==> src/rtl/uart_pkg.sv <==
// Shared UART definitions: transmit FSM states, data width, baud divider helper.
// Latency: n/a (types and constants only).
// Backpressure: n/a.
package uart_pkg;

    typedef enum logic [1:0] {
        IDLE  = 2'd0,
        START = 2'd1,
        DATA  = 2'd2,
        STOP  = 2'd3
    } tx_state_t;

    localparam int UART_DATA_BITS = 8;

    // System clocks per line bit, truncating; also used by the receiver.
    function automatic int clks_per_bit(input int clk_freq, input int baud_rate);
        return clk_freq / baud_rate;
    endfunction

endpackage

==> src/rtl/uart_bit_timer.sv <==
// Bit-period timer: pulses bit_done on the last clock of every CLKS_PER_BIT window.
// Latency: first bit_done CLKS_PER_BIT cycles after the edge that sampled restart.
// Backpressure: none; free-running between restarts.
// Ports: clk, rst (async, active-high), restart (realign window to start now),
//        bit_done (last cycle of a bit), bit_done_next (next cycle will be the last).
module uart_bit_timer
    import uart_pkg::*;
#(
    parameter int CLKS_PER_BIT = 10
) (
    input  logic clk,
    input  logic rst,
    input  logic restart,
    output logic bit_done,
    output logic bit_done_next
);

    localparam int CNT_W = (CLKS_PER_BIT > 1) ? $clog2(CLKS_PER_BIT) : 1;
    localparam logic [CNT_W-1:0] CNT_LAST = CNT_W'(CLKS_PER_BIT - 1);

    logic [CNT_W-1:0] cnt_q;
    logic [CNT_W-1:0] cnt_d;

    always_comb begin
        cnt_d = cnt_q + CNT_W'(1);
        if (restart || (cnt_q == CNT_LAST)) begin
            cnt_d = '0;
        end
    end

    always_ff @(posedge clk or posedge rst) begin
        if (rst) begin
            cnt_q <= '0;
        end else begin
            cnt_q <= cnt_d;
        end
    end

    assign bit_done      = (cnt_q == CNT_LAST);
    // Look-ahead lets the owner register a signal that is valid in the last cycle.
    assign bit_done_next = (cnt_d == CNT_LAST);

endmodule

==> src/rtl/uart_tx.sv <==
// UART transmitter: 8 data bits LSB first, 1 or 2 stop bits, idle-high line.
// Latency: uart_txd drops one cycle after the handshake edge; frame = (9+STOP_BITS) bit times.
// Backpressure: tx_ready high only in IDLE and the last cycle of the last stop bit.
// Ports: clk, rst (async, active-high), tx_data/tx_valid/tx_ready (byte stream in),
//        tx_busy (frame on the line), uart_txd (serial out, straight from a flop).
module uart_tx
    import uart_pkg::*;
#(
    parameter int CLK_FREQ  = 100_000_000,
    parameter int BAUD_RATE = 115_200,
    parameter int STOP_BITS = 1
) (
    input  logic                      clk,
    input  logic                      rst,
    input  logic [UART_DATA_BITS-1:0] tx_data,
    input  logic                      tx_valid,
    output logic                      tx_ready,
    output logic                      tx_busy,
    output logic                      uart_txd
);

    localparam int CLKS_PER_BIT = clks_per_bit(CLK_FREQ, BAUD_RATE);
    localparam logic [2:0] LAST_DATA = 3'(UART_DATA_BITS - 1);
    localparam logic [2:0] LAST_STOP = 3'(STOP_BITS - 1);

    if (CLKS_PER_BIT < 2) begin : g_bad_divider
        $fatal(1, "uart_tx: CLK_FREQ/BAUD_RATE must be at least 2");
    end
    if ((STOP_BITS != 1) && (STOP_BITS != 2)) begin : g_bad_stop
        $fatal(1, "uart_tx: STOP_BITS must be 1 or 2");
    end

    tx_state_t                 state_q, state_d;
    logic [UART_DATA_BITS-1:0] shift_q, shift_d;
    logic [2:0]                idx_q, idx_d;    // data bit index, reused as stop bit index
    logic                      txd_q, txd_d;
    logic                      busy_q, busy_d;
    logic                      ready_q, ready_d;

    logic handshake;
    logic bit_done;
    logic bit_done_next;

    assign handshake = tx_valid && ready_q;

    // Restarting on the handshake aligns every frame to its own acceptance edge.
    uart_bit_timer #(
        .CLKS_PER_BIT (CLKS_PER_BIT)
    ) u_bit_timer (
        .clk           (clk),
        .rst           (rst),
        .restart       (handshake),
        .bit_done      (bit_done),
        .bit_done_next (bit_done_next)
    );

    always_comb begin
        state_d = state_q;
        shift_d = shift_q;
        idx_d   = idx_q;
        txd_d   = txd_q;

        case (state_q)
            IDLE: begin
                txd_d = 1'b1;
                if (handshake) begin
                    state_d = START;
                    txd_d   = 1'b0;
                    shift_d = tx_data;
                    idx_d   = '0;
                end
            end
            START: begin
                if (bit_done) begin
                    state_d = DATA;
                    txd_d   = shift_q[0];
                    idx_d   = '0;
                end
            end
            DATA: begin
                if (bit_done) begin
                    if (idx_q == LAST_DATA) begin
                        state_d = STOP;
                        txd_d   = 1'b1;
                        idx_d   = '0;
                    end else begin
                        shift_d = {1'b0, shift_q[UART_DATA_BITS-1:1]};
                        txd_d   = shift_q[1];
                        idx_d   = idx_q + 3'd1;
                    end
                end
            end
            STOP: begin
                txd_d = 1'b1;
                if (bit_done) begin
                    if (idx_q == LAST_STOP) begin
                        if (handshake) begin
                            // Back-to-back: next start bit follows with no idle gap.
                            state_d = START;
                            txd_d   = 1'b0;
                            shift_d = tx_data;
                            idx_d   = '0;
                        end else begin
                            state_d = IDLE;
                        end
                    end else begin
                        idx_d = idx_q + 3'd1;
                    end
                end
            end
            default: begin
                state_d = IDLE;
                txd_d   = 1'b1;
                idx_d   = '0;
            end
        endcase

        busy_d  = (state_d != IDLE);
        // Registered ready must already be high during the final stop cycle.
        ready_d = (state_d == IDLE) ||
                  ((state_d == STOP) && (idx_d == LAST_STOP) && bit_done_next);
    end

    always_ff @(posedge clk or posedge rst) begin
        if (rst) begin
            state_q <= IDLE;
            shift_q <= '0;
            idx_q   <= '0;
            txd_q   <= 1'b1;
            busy_q  <= 1'b0;
            ready_q <= 1'b0;
        end else begin
            state_q <= state_d;
            shift_q <= shift_d;
            idx_q   <= idx_d;
            txd_q   <= txd_d;
            busy_q  <= busy_d;
            ready_q <= ready_d;
        end
    end

    assign uart_txd = txd_q;
    assign tx_ready = ready_q;
    assign tx_busy  = busy_q;

endmodule

==> config.mk <==
export PLATFORM = sky130hd
export DESIGN_NAME = uart_tx
export DESIGN_NICKNAME = d
export VERILOG_FILES = /design/src/rtl/uart_pkg.sv /design/src/rtl/uart_bit_timer.sv /design/src/rtl/uart_tx.sv
export SDC_FILE = /design/constraint.sdc
export NUM_CORES = 1
export LEC_CHECK = 0
export CORE_AREA = 5 5 64 66
export CTS_CLUSTER_DIAMETER = 120
export CTS_CLUSTER_SIZE = 14
export DETAILED_ROUTE_END_ITERATION = 7
export DIE_AREA = 0 0 69 71
export PLACE_DENSITY = 0.7
export SLEW_MARGIN = 0
export SYNTH_ARGS = -nofsm -noshare
export SYNTH_HDL_FRONTEND = slang
export SYNTH_HIERARCHICAL = 1
export SYNTH_SLANG_ARGS = --single-unit
export TNS_END_PERCENT = 20
==> constraint.sdc <==
create_clock -name clk -period 2 [get_ports clk]
set_input_delay 0.5 -clock clk [delete_from_list [all_inputs] [get_ports clk]]
set_output_delay 0.5 -clock clk [all_outputs]
set_load 0.05 [all_outputs]
=== Word-level counts from Yosys, hierarchy flattened ===
Index checks and enable logic that the tools add are counted.

* Input bits: 11
* Bits in registers: 26
* Word-level logic and storage cells: 63

* Add/sub/neg operators: 2
* Mux-type cells: 29
* Equality and inequality tests: 12
* Reduce and logical (&&, ||, !) cells: 13

{| class="wikitable"
|+ Operators by type and width
! operator !! number
|-
| 8-bit two-way mux || 5
|-
| 8-bit one-hot mux with 3 select lines || 1
|-
| 10-bit equality test, second input constant || 2
|-
| 3-bit two-way mux || 6
|-
| 2-bit two-way mux || 6
|-
| 3-bit one-hot mux with 4 select lines || 1
|-
| 10-bit by 1-bit adder with 10-bit output, second input constant || 1
|-
| 10-bit two-way mux || 1
|-
| 2-bit != test, second input constant || 5
|-
| 2-bit one-hot mux with 4 select lines || 1
|-
| 1-bit two-way mux || 7
|-
| 2-bit equality test, second input constant || 3
|-
| 3-bit zero test || 2
|-
| 5-bit AND reduction || 1
|-
| 2-bit zero test || 2
|-
| 1-bit one-hot mux with 4 select lines || 1
|-
| 3-bit by 1-bit adder with 3-bit output, second input constant || 1
|-
| 3-bit equality test, second input constant || 1
|-
| 1-bit logical AND || 3
|-
| 3-bit nonzero test || 1
|-
| 2-bit by 1-bit equality test with 1-bit output, second input constant || 1
|-
| 1-bit logical OR || 2
|-
| 2-bit AND reduction || 1
|-
| 2-bit nonzero test || 1
|}

=== Logic depth before layout (Yosys ltp) ===
* Depth after elaboration: 9
* Depth in mapped cells: 9

=== Modules after synthesis ===
Netlist, hierarchy kept.

{| class="wikitable"
|+ Modules (own cells, without submodules)
! module !! cells an instance !! area an instance (um^2) !! sequential area each (um^2) !! instances
|-
| uart_tx || 95 || 1033.5 || 401.6 || 1
|-
| uart_bit_timer || 59 || 598.1 || 250.2 || 1
|}

=== Worst setup path before layout ===
Ideal clock, no wire load.

* Kind: register to register
* From: register u_bit_timer.cnt_q[0]
* To: register ready_q, in the netlist tx_ready
* Setup time: 0.095 ns
* Data arrival time: 1.918 ns
* Buffers on the path: 1
* Stages on the path, launching flop included: 10
* Clock period less this slack: 2.014 ns
* Path slack: -0.014 ns
* Cells stage by stage: dfrtp_1 -> ha_1 -> and2b_1 -> nand3_1 -> nor2_1 -> buf_6 -> mux2_1 -> nand2_1 -> o2111ai_1 -> o31ai_1

* Cells in the longest elaborated chain, start to end: 7
* Elaborated cells on any way between the ends: 19

{| class="wikitable"
|+ RTL lines
! what !! RTL line !! RTL
|-
| from (decl) || uart_bit_timer.sv:21 || <nowiki>logic [CNT_W-1:0] cnt_q;</nowiki>
|-
| from (signal assigned) || uart_bit_timer.sv:35 || <nowiki>cnt_q <= cnt_d;</nowiki>
|-
| 10-bit equality test * || uart_bit_timer.sv:39 || <nowiki>assign bit_done = (cnt_q == CNT_LAST);</nowiki>
|-
| net bit_done || uart_tx.sv:41 || <nowiki>logic bit_done;</nowiki>
|-
| 2-bit two-way mux, or another cell as far along || uart_tx.sv:95 || <nowiki>if (bit_done) begin</nowiki>
|-
| 2-bit one-hot mux with 4 select lines / 3-bit one-hot mux with 4 select lines (equally long branches) || uart_tx.sv:63 || <nowiki>case (state_q)</nowiki>
|-
| 2-bit equality test / 3-bit zero test (equally long branches) || uart_tx.sv:121 || <nowiki>((state_d == STOP) && (idx_d == LAST_STOP) && bit_done_next);</nowiki>
|-
| 1-bit logical AND (2 in a row) || uart_tx.sv:121 ||
|-
| 1-bit logical OR * || uart_tx.sv:120 || <nowiki>ready_d = (state_d == IDLE) ||</nowiki>
|-
| net ready_d || uart_tx.sv:38 || <nowiki>logic ready_q, ready_d;</nowiki>
|-
| to (signal assigned) || uart_tx.sv:138 || <nowiki>ready_q <= ready_d;</nowiki>
|-
| to (decl) || uart_tx.sv:38 ||
|}

Mark *: on every way through the listed nets, which the timed path passes. The rest lies on a longest branch.
A chain may end at the register's enable or synchronous reset.

=== Final worst setup path ===
* From: register u_bit_timer.cnt_q[0]
* To: register ready_q, in the netlist tx_ready

* Cells in the longest elaborated chain, start to end: 7
* Elaborated cells on any way between the ends: 19

{| class="wikitable"
|+ RTL lines
! what !! RTL line !! RTL
|-
| 10-bit equality test * || uart_bit_timer.sv:39 ||
|-
| net bit_done || uart_tx.sv:41 ||
|-
| 3-bit two-way mux, on equally long branches || uart_tx.sv:95, uart_tx.sv:74, uart_tx.sv:81 ||
|-
| 3-bit one-hot mux with 4 select lines * || uart_tx.sv:63 ||
|-
| net idx_d[0] || uart_tx.sv:35 || <nowiki>logic [2:0] idx_q, idx_d;</nowiki>
|-
| 3-bit zero test * || uart_tx.sv:121 ||
|-
| 1-bit logical AND * (2 in a row) || uart_tx.sv:121 ||
|-
| 1-bit logical OR * || uart_tx.sv:120 ||
|-
| net ready_d || uart_tx.sv:38 ||
|}

Marked as above.

==> results.cfg <==
[layout]
final_nets = 206
multi_input_area_um2 = 912
post-route-cell-area_um2 = 2040
area_growth_pct = 25.1
drive_above_1_share = 0.305
final.fill_count = 322
fin_util = 0.579
n_antenna_cell = 0
regArea_um2 = 652

[global_route]
grt_first_pass_wirelength_mm = 5.98
grt-ovfl-total = 0
grt_usage = 0.146
antenna_found_initial = 0
grt_max_degree = 20
grt_pass1_vias = 1269

[timing]
rsz0062_at_grt = true
tightest_slew_ps = 502
slew_headroom = 0.665
skew_ps = 12.1
fin_ws_ps = -79.8
finalHoldViolations = 0
maxSlewViolCount = 0
fin_crit_ps = 2080
setup_viol = 2
finalCritPeriodShare = 1.04
max_freq_mhz = 481

[synthesis]
async_flop_share = 1.00
yosys_warnings = 6
synthDistinctLibCells = 53
syn_area_um2 = 1630
synth_fp_nets = 169
synth_edf_count = 0
seq_area_frac_synth = 0.400
syn_inst = 154
yosys_register_bits = 26
synthFlopType = dfrtp_1
synth_area_per_cell_um2 = 10.6

[route]
via_per_inst = 5.46
antenna_left = 0
drt_iter0_markers = 70
post-route-drc-count = 0
drt_wl_total_mm = 3.47
first_pass_iters = 4
wire_per_inst_um = 14.6
vias = 1299

[clock_network]
clock_sinks = 26
cts_max_level = 1
clockBufferDepth = 2
clock_latency_ps = 330
clockRootBuffer = clkbuf_4
clk_pin_slew_ps = 160
cts_buffers = 3
tritoncts = built

[setup_path]
critPathRequiredTime_ps = 2220
arrival_ps = 2300
r2r-end = tx_ready
crit_path_start_kind = flop
end_kind = flop
r2r_start = u_bit_timer/cnt_q[0]
path_max_fanout = 6
critical_path_class = reg2reg
reg2reg_slack_ps = -80
reg2regPathDepth = 9

[power_and_ir_drop]
p_per_area_nw_per_um2 = 1210
ir_drop_mv = 0.720
power_report.internal_total_mw = 1.53
p_sw_frac = 0.380
leakage_nw = 0.874
seqPwrFrac = 0.385
p_sw_uw = 936
power_frac_comb = 0.465
clkPwrFrac = 0.150

[run]
cap_violations = 0

[placement]
port_buffers = 13
dpl_cell_area_um2 = 1940
place_ws_ps = -195
gp_congestion = 0.886
dp_hpwl_mm = 2.53

[die]
dieArea_um2 = 4900
die_h_um = 71
core_um2 = 3520
rows = 22
die_width_um = 69
start_util = 0.463
pin_count = 14

[hold_path]
hp-class = in2async

[outcome]
status = finished, violations left
violations = setup timing
worst max-delay path by stage:
stage	from	end	slack (ps)	cells after the start
detailed placement	tx_valid	tx_ready	-190	9
global placement	tx_valid	shift_q[4]	-110	7
CTS	u_bit_timer/cnt_q[0]	tx_ready	-4	8
global route	u_bit_timer/cnt_q[0]	tx_ready	-130	9
finish	u_bit_timer/cnt_q[0]	tx_ready	-80	9
floorplan	u_bit_timer/cnt_q[0]	tx_ready	30	9
registers in the layout, indices dropped and copies added (netlist names):
register,flops
shift_q,8
u_bit_timer/cnt_q,10
tx_ready,1
uart_txd,1
idx_q,3
state_q,2
tx_busy,1
stage by stage:
stage / cells / power, mW / setup TNS (ps) / hold WS, ps
5_1_grt: 238 / 2.63 / -240 / 451
3_5_place_dp: 232 / 2.01 / -1160 / 500
2_1_floorplan: 154 / 1.67 / 0 / 340
4_1_cts: 236 / 2.42 / -3.97 / 448
6_report: 238 / 2.46 / -127 / 447
3_3_place_gp: 232 / 1.97 / -903 / 488
layout make-up:
cell class,instances,share of cell area
tap,48,0.0294
sequential,26,0.319
clock buffer,3,0.0110
clock inverter,1,0.0147
timing repair buffer,38,0.158
inverter,11,0.0202
multi-input combinational,111,0.447
metal layers:
| layer | global-route usage | up-vias | share of wire |
|---|---|---|---|
| met5 | 0 | - | 0 |
| met4 | 0.0347 | 0 | 0.0072 |
| met3 | 0.0384 | 6 | 0.043 |
| met2 | 0.239 | 38 | 0.47 |
| met1 | 0.193 | 614 | 0.47 |
| li1 | - | 641 | - |
power groups by stage:
stage / Sequential (mW) / Combinational, mW / Clock [mW]
floorplan: 0.980 / 0.688 / 0
global placement: 0.927 / 1.05 / 0
detailed placement: 0.943 / 1.07 / 0
CTS: 0.935 / 1.09 / 0.386
global route: 0.979 / 1.24 / 0.410
finish: 0.947 / 1.15 / 0.370
cell usage in the layout (no fill, tap or decap), drive strengths merged, types with 5 or more instances in the layout:
cell           synthesis  routed
mux2                  14      14
nand3                  7       7
clkdlybuf4s50          0      10
nor2                  13      13
o21ai                  5       5
nand2                 11      11
buf                    6      28
inv                   11      11
dfrtp                 25      25
worst max-delay path, cell delays in order, from the launching register on:
cell      delay, ps
dfrtp_1         440
ha_4            190
and2b_2         220
nand3_4         100
nor2_4           60
buf_4           150
nand2_1         130
nand3_1          90
a222oi_1        430
o31ai_1         160
logic make-up after synthesis:
group | after synthesis | synth area share
simple gates | 53 | 0.193
flops | 26 | 0.400
fa+ha+maj | 4 | 0.0307
xor+xnor | 6 | 0.0322
mux | 14 | 0.113
buf+inv | 17 | 0.0621
compound gates | 34 | 0.169
Yosys cell counts (all sizes together) (2+ instances only):
cell type  number  area (um^2)
o211ai          4         30.0
mux2           14          184
nand2          11         43.8
buf             6         60.1
and4b           2         20.0
xnor2           4         35.0
o32ai           2         17.5
nand3b          2         15.0
inv            11         41.3
xor2            2         17.5
nand3           7         40.0
and3            2         15.0
ha              4         50.1
o21ai           5         28.8
nor3            3         20.0
and2b           2         15.0
o2111ai         2         17.5
a211oi          3         27.5
a21boi          3         22.5
o221ai          2         17.5
dfrtp          25          626
nor2           13         48.8
and2            4         27.5
nand2b          2         12.5
repair_timing:
action,CTS,global route
endpoints found under the hold margin,0,0
resized for setup,3,3
endpoints found under the setup margin,10,3
pin swaps,0,2
hold buffers,0,0
buffers inserted,0,2
Power figures use the tool's default switching activity.
